<file path="config.mk">
export PLATFORM = sky130hd
export DESIGN_NAME = imem_loader
export DESIGN_NICKNAME = d
export VERILOG_FILES = /design/src/rtl/imem_loader.sv
export SDC_FILE = /design/constraint.sdc
export NUM_CORES = 1
export LEC_CHECK = 0
export CORE_ASPECT_RATIO = 0.7
export CORE_MARGIN = 1.5
export CORE_UTILIZATION = 45
export DETAILED_ROUTE_END_ITERATION = 16
export GPL_ROUTABILITY_DRIVEN = 1
export PLACE_DENSITY_LB_ADDON = 0.08
export SLEW_MARGIN = 20
export SYNTH_ARGS = -nofsm -noshare
export SYNTH_HDL_FRONTEND = slang
export SYNTH_SLANG_ARGS = --single-unit
</file>
<file path="constraint.sdc">
create_clock -name clk_i -period 1.98 [get_ports clk_i]
set_clock_uncertainty 0.1 [all_clocks]
set_input_delay 0.495 -clock clk_i [delete_from_list [all_inputs] [get_ports clk_i]]
set_output_delay 0.495 -clock clk_i [all_outputs]
set_load 0.01 [all_outputs]
</file>
<file path="src/rtl/imem_loader.sv">
// Byte-stream instruction-memory loader; holds the CPU in reset until a load completes.
// Define IMEM_LOADER_CHECKSUM_EN to require a trailing XOR checksum byte after the last word.
module imem_loader #(
  parameter int DEPTH = 32
) (
  input  logic        clk_i,
  input  logic        rst_i,
  input  logic        start_i,
  input  logic [5:0]  word_count_i,
  input  logic [7:0]  byte_i,
  input  logic        byte_valid_i,
  output logic        byte_ready_o,
  output logic        im_we_o,
  output logic [31:0] im_addr_o,
  output logic [31:0] im_data_o,
  output logic        cpu_rst_o,
  output logic        busy_o,
  output logic        done_o,
  output logic        err_o
);

  typedef enum logic [2:0] {
    S_IDLE,
    S_RECV,
    S_WRITE,
`ifdef IMEM_LOADER_CHECKSUM_EN
    S_CHECK,
`endif
    S_DONE
  } state_t;

  state_t      state;
  state_t      nxt;
  logic [5:0]  idx;
  logic [5:0]  cnt;
  logic [1:0]  bcnt;
  logic [31:0] word;
  logic        cpu_ok;
  logic        acc;
  logic        last;
  logic        pass;
  logic [5:0]  cnt_in;

  assign acc    = byte_valid_i && (state == S_RECV);
  assign last   = (idx == cnt - 6'd1);
  assign cnt_in = (word_count_i > 6'(DEPTH)) ? 6'(DEPTH)
                                             : word_count_i;

  assign im_addr_o = {24'd0, idx, 2'b00};
  assign im_data_o = word;

`ifdef IMEM_LOADER_CHECKSUM_EN
  logic       err_q;
  logic [7:0] xsum;
  assign pass  = !err_q;
  assign err_o = err_q;
`else
  assign pass  = 1'b1;
  assign err_o = 1'b0;
`endif

  always_comb begin
    nxt          = state;
    byte_ready_o = 1'b0;
    im_we_o      = 1'b0;
    busy_o       = 1'b0;
    done_o       = 1'b0;
    cpu_rst_o    = cpu_ok;
    unique case (state)
      S_IDLE: begin
        if (start_i)
          nxt = (word_count_i == 6'd0) ? S_DONE : S_RECV;
      end
      S_RECV: begin
        byte_ready_o = 1'b1;
        busy_o       = 1'b1;
        cpu_rst_o    = 1'b0;
        if (acc && bcnt == 2'd3)
          nxt = S_WRITE;
      end
      S_WRITE: begin
        im_we_o   = 1'b1;
        busy_o    = 1'b1;
        cpu_rst_o = 1'b0;
        if (!last)
          nxt = S_RECV;
`ifdef IMEM_LOADER_CHECKSUM_EN
        else
          nxt = S_CHECK;
`else
        else
          nxt = S_DONE;
`endif
      end
`ifdef IMEM_LOADER_CHECKSUM_EN
      S_CHECK: begin
        byte_ready_o = 1'b1;
        busy_o       = 1'b1;
        cpu_rst_o    = 1'b0;
        if (byte_valid_i)
          nxt = S_DONE;
      end
`endif
      S_DONE: begin
        done_o    = 1'b1;
        cpu_rst_o = pass;
        nxt       = S_IDLE;
      end
      default: nxt = S_IDLE;
    endcase
  end

  always_ff @(posedge clk_i) begin
    if (!rst_i) begin
      state  <= S_IDLE;
      idx    <= '0;
      cnt    <= '0;
      bcnt   <= '0;
      word   <= '0;
      cpu_ok <= 1'b0;
`ifdef IMEM_LOADER_CHECKSUM_EN
      err_q  <= 1'b0;
      xsum   <= '0;
`endif
    end else begin
      state <= nxt;
      unique case (state)
        S_IDLE: begin
          if (start_i) begin
            idx    <= '0;
            bcnt   <= '0;
            cnt    <= cnt_in;
            cpu_ok <= 1'b0;
`ifdef IMEM_LOADER_CHECKSUM_EN
            err_q  <= 1'b0;
            xsum   <= '0;
`endif
          end
        end
        S_RECV: begin
          if (acc) begin
            word <= {word[23:0], byte_i};
            bcnt <= bcnt + 2'd1;
`ifdef IMEM_LOADER_CHECKSUM_EN
            xsum <= xsum ^ byte_i;
`endif
          end
        end
        S_WRITE: begin
          if (!last)
            idx <= idx + 6'd1;
        end
`ifdef IMEM_LOADER_CHECKSUM_EN
        S_CHECK: begin
          if (byte_valid_i && byte_i != xsum)
            err_q <= 1'b1;
        end
`endif
        S_DONE: begin
          if (pass)
            cpu_ok <= 1'b1;
        end
        default: ;
      endcase
    end
  end

endmodule
</file>
==> reports/results.ini <==
[floorplan]
row_count=22
fp.dieArea_um2=5970
start_util=0.4690
die_w_um=91.71
die_h_um=65.10
core_region_area_um2=5285
boundaryPins=88

[placement]
place_inst=432
gp_congestion=0.8143
dpl.hpwl_um=3922
port_buffers=60

[clocking]
cts_buffer_depth=2
cts.sinks=49
hold_buffers=0
cts-root-buf=clkbuf_8
htree_levels=2
numCtsBuffers=5
cts_tree=yes
clkLatencyLatePin_ns=0.30
clk_pin_slew_ns=0.09

[logic_synthesis]
syn-cell-area_um2=2479
syn_inst=295
yosysWarnings=0
synth.yosys.seq_area_share=0.3958
ys_seq_elements=49
syn_area_per_cell_um2=8.402
yosysUniqueCellTypes=44

[route]
drt_pass1_iterations=4
vias=2093
drc_errors=0
ant_nets=0
post_drt_wl_per_cell_um=12.06
viasPerCell=4.735
drt_iter0_drc=115
wl_um=5332

[global_routing]
grt_remaining_overflow=0
grt_pass1_wl_um=8880
grt_max_degree=33
grt_antenna_before_repair=0
grt_pass1_vias=1827
track_usage=0.1874

[setup_path]
worstReg2RegStart=cnt[2]
r2r-end=state[1]
path_class=reg -> out
cp_top_family=flip-flops
cp_data_required_time_ns=1.38
critPathMaxFanout=3
r2r_slack_ns=0.05
ff2ff_path_depth=6
end_kind=primary output
start_kind=flop
cpMaxStageDelayCell=dfxtp_1
critPathBufInv=2
crit_arrival_ns=1.36
cp_cell_sequence=inv_1 -> ha_2 -> mux2_2 -> clkbuf_2
critPathMaxStageDelay_ns=0.33

[pwr]
pwr-share-comb=0.352
pwr-share-clk=0.231
pwr_density_cell_nw_per_um2=787.8
max-vdd-ir-drop_v=0.0005718
intPower_mw=1.762
pwr-share-seq=0.417
power_mw=2.646
leakage_nw=1.285
power_switching_uw=883.4
swShare=0.3339

[hold_path]
min_from=im_data_o[27]
min_path_type=reg -> reg
min_path_cells=2
hold_path_end=im_data_o[27]

[cells_and_area]
diodes=0
area_growth_pct=35.49
drive_gt1_frac=0.1486
stdcell_count=442
final_core_utilization=0.6354
final_net_count=394

[sta]
setup_viol=0
maxSlewViolCount=0
fin_crit_ns=1.952
min_period_over_period=0.9859
hold_violations=0
rsz0062_at_grt=yes
fmax_ghz=0.5123

[outcome]
status=completed

[run]
cap_violations=0

-- logic make-up after synthesis --
family / after synthesis / synth area share
other: 1 / 0.001513
AOI/OAI and AO/OA: 62 / 0.1762
DFF: 49 / 0.3958
buffers and inverters: 48 / 0.1171
and+or+nand+nor: 115 / 0.2186
adders and majority gates: 7 / 0.03533
muxes: 3 / 0.01262
xor gates and xnor gates: 10 / 0.04291
-- layout make-up --
type	count	area, um^2
multi-input cells	224	1360
flip-flops and latches	49	989.7
repair buffers	83	799.5
fillers	475	1927
well taps	72	90.09
inverters	6	22.52
clock buffers	6	82.58
clock inverters	2	13.76
-- repair_timing --
item | 4_1_cts | 5_1_grt
setup buffers | 1 | 1
pin swaps | 3 | 8
gates resized for setup | 15 | 14
endpoints found under the setup margin | 8 | 11
-- cell usage after synthesis --
cell type | number | area [um^2]
a211o_1 | 1 | 8.760
a21boi_0 | 20 | 150.1
a21boi_1 | 14 | 105.1
a21boi_2 | 1 | 11.26
a21oi_1 | 10 | 50.05
a22o_1 | 1 | 8.760
a22oi_1 | 2 | 15.01
a31o_1 | 2 | 17.52
a31oi_1 | 1 | 6.260
a32o_1 | 1 | 10.01
a32oi_1 | 1 | 8.760
a41o_1 | 1 | 10.01
and2_1 | 2 | 12.51
and3_1 | 1 | 6.260
and4_1 | 1 | 8.760
buf_2 | 1 | 5.000
buf_4 | 27 | 202.7
buf_6 | 1 | 11.26
clkbuf_1 | 13 | 48.80
conb_1 | 1 | 3.750
dfxtp_1 | 49 | 980.9
ha_1 | 7 | 87.58
inv_1 | 6 | 22.52
mux2_2 | 1 | 11.26
mux2i_1 | 2 | 20.02
nand2_1 | 76 | 285.3
nand2b_1 | 1 | 6.260
nand3_1 | 1 | 5.000
nand4_1 | 1 | 6.260
nand4_2 | 1 | 12.51
nand4_4 | 1 | 21.27
nor2_1 | 6 | 22.52
nor2_2 | 1 | 6.260
nor2b_1 | 9 | 56.30
nor3_1 | 5 | 25.02
nor3b_1 | 6 | 45.04
nor4b_1 | 1 | 8.760
o21ai_0 | 6 | 30.03
o21ai_1 | 1 | 5.000
or2_2 | 1 | 6.260
or4_1 | 1 | 7.510
xnor2_1 | 8 | 70.07
xor2_1 | 1 | 8.760
xor2_4 | 1 | 27.53
-- worst register-to-register path, stage by stage (launching register included) --
cell and delay, ns:
dfxtp_2 0.33, or4_4 0.54, nor2_4 0.11, xnor2_2 0.14
nand4_4 0.19, a211o_1 0.35, a21boi_1 0.11
-- how the worst max path moves through the flow --
| stage | cells after the start | endpoint | startpoint |
|---|---|---|---|
| 2_1_floorplan | 7 | idx[3] | state[0] |
| 3_3_place_gp | 7 | idx[0] | cnt[0] |
| 3_5_place_dp | 6 | idx[3] | start_i |
| 4_1_cts | 4 | cpu_rst_o | state[1] |
| 5_1_grt | 4 | cpu_rst_o | state[0] |
| 6_report | 4 | cpu_rst_o | state[0] |
-- flip-flops by register name (all words and copies together) (netlist names) --
register / count
state: 2
bcnt: 2
cnt: 6
im_data_o: 32
cpu_ok: 1
idx: 6
-- layout by cell type, fill, tap and decap left out, types with 6 or more instances in the layout --
| cell type | netlist | routed |
|---|---|---|
| a21oi_1 | 10 | 10 |
| nand2_1 | 76 | 76 |
| nor2b_1 | 9 | 9 |
| a21boi_1 | 14 | 14 |
| dfxtp_1 | 49 | 42 |
| dfxtp_2 | 0 | 7 |
| xnor2_1 | 8 | 7 |
| a21boi_0 | 20 | 20 |
| nor2_1 | 6 | 6 |
| clkdlybuf4s50_1 | 0 | 55 |
| clkbuf_8 | 0 | 6 |
| o21ai_0 | 6 | 6 |
| conb_1 | 1 | 27 |
| buf_4 | 27 | 18 |
-- routing by layer --
layer / GRT usage / up-vias / share of wire
met5: 0 / - / 0
met4: 0.04615 / 0 / 0.0041
met3: 0.04745 / 2 / 0.060
met2: 0.2705 / 69 / 0.41
met1: 0.2772 / 955 / 0.53
li1: - / 1067 / -
-- metrics by stage --
stage	hold WS (ns)	area [um^2]	setup TNS, ns	setup slack, ns
floorplan	0.3313	2576	0	0.1867
global placement	0.3423	3182	-0.09603	-0.03016
detailed placement	0.3482	3182	-0.1805	-0.06129
CTS	0.3612	3321	-0.1301	-0.1301
global route	0.3768	3358	-0.05869	-0.01916
finish	0.3577	3358	0	0.02789
-- power groups by stage --
stage | sequential [mW] | clock [mW] | combinational, mW
global placement | 1.12 | 0 | 0.882
detailed placement | 1.12 | 0 | 0.886
CTS | 1.10 | 0.635 | 0.900
floorplan | 1.13 | 0 | 0.542
global route | 1.11 | 0.682 | 1.02
finish | 1.10 | 0.611 | 0.930
Power figures use the tool's default switching activity.
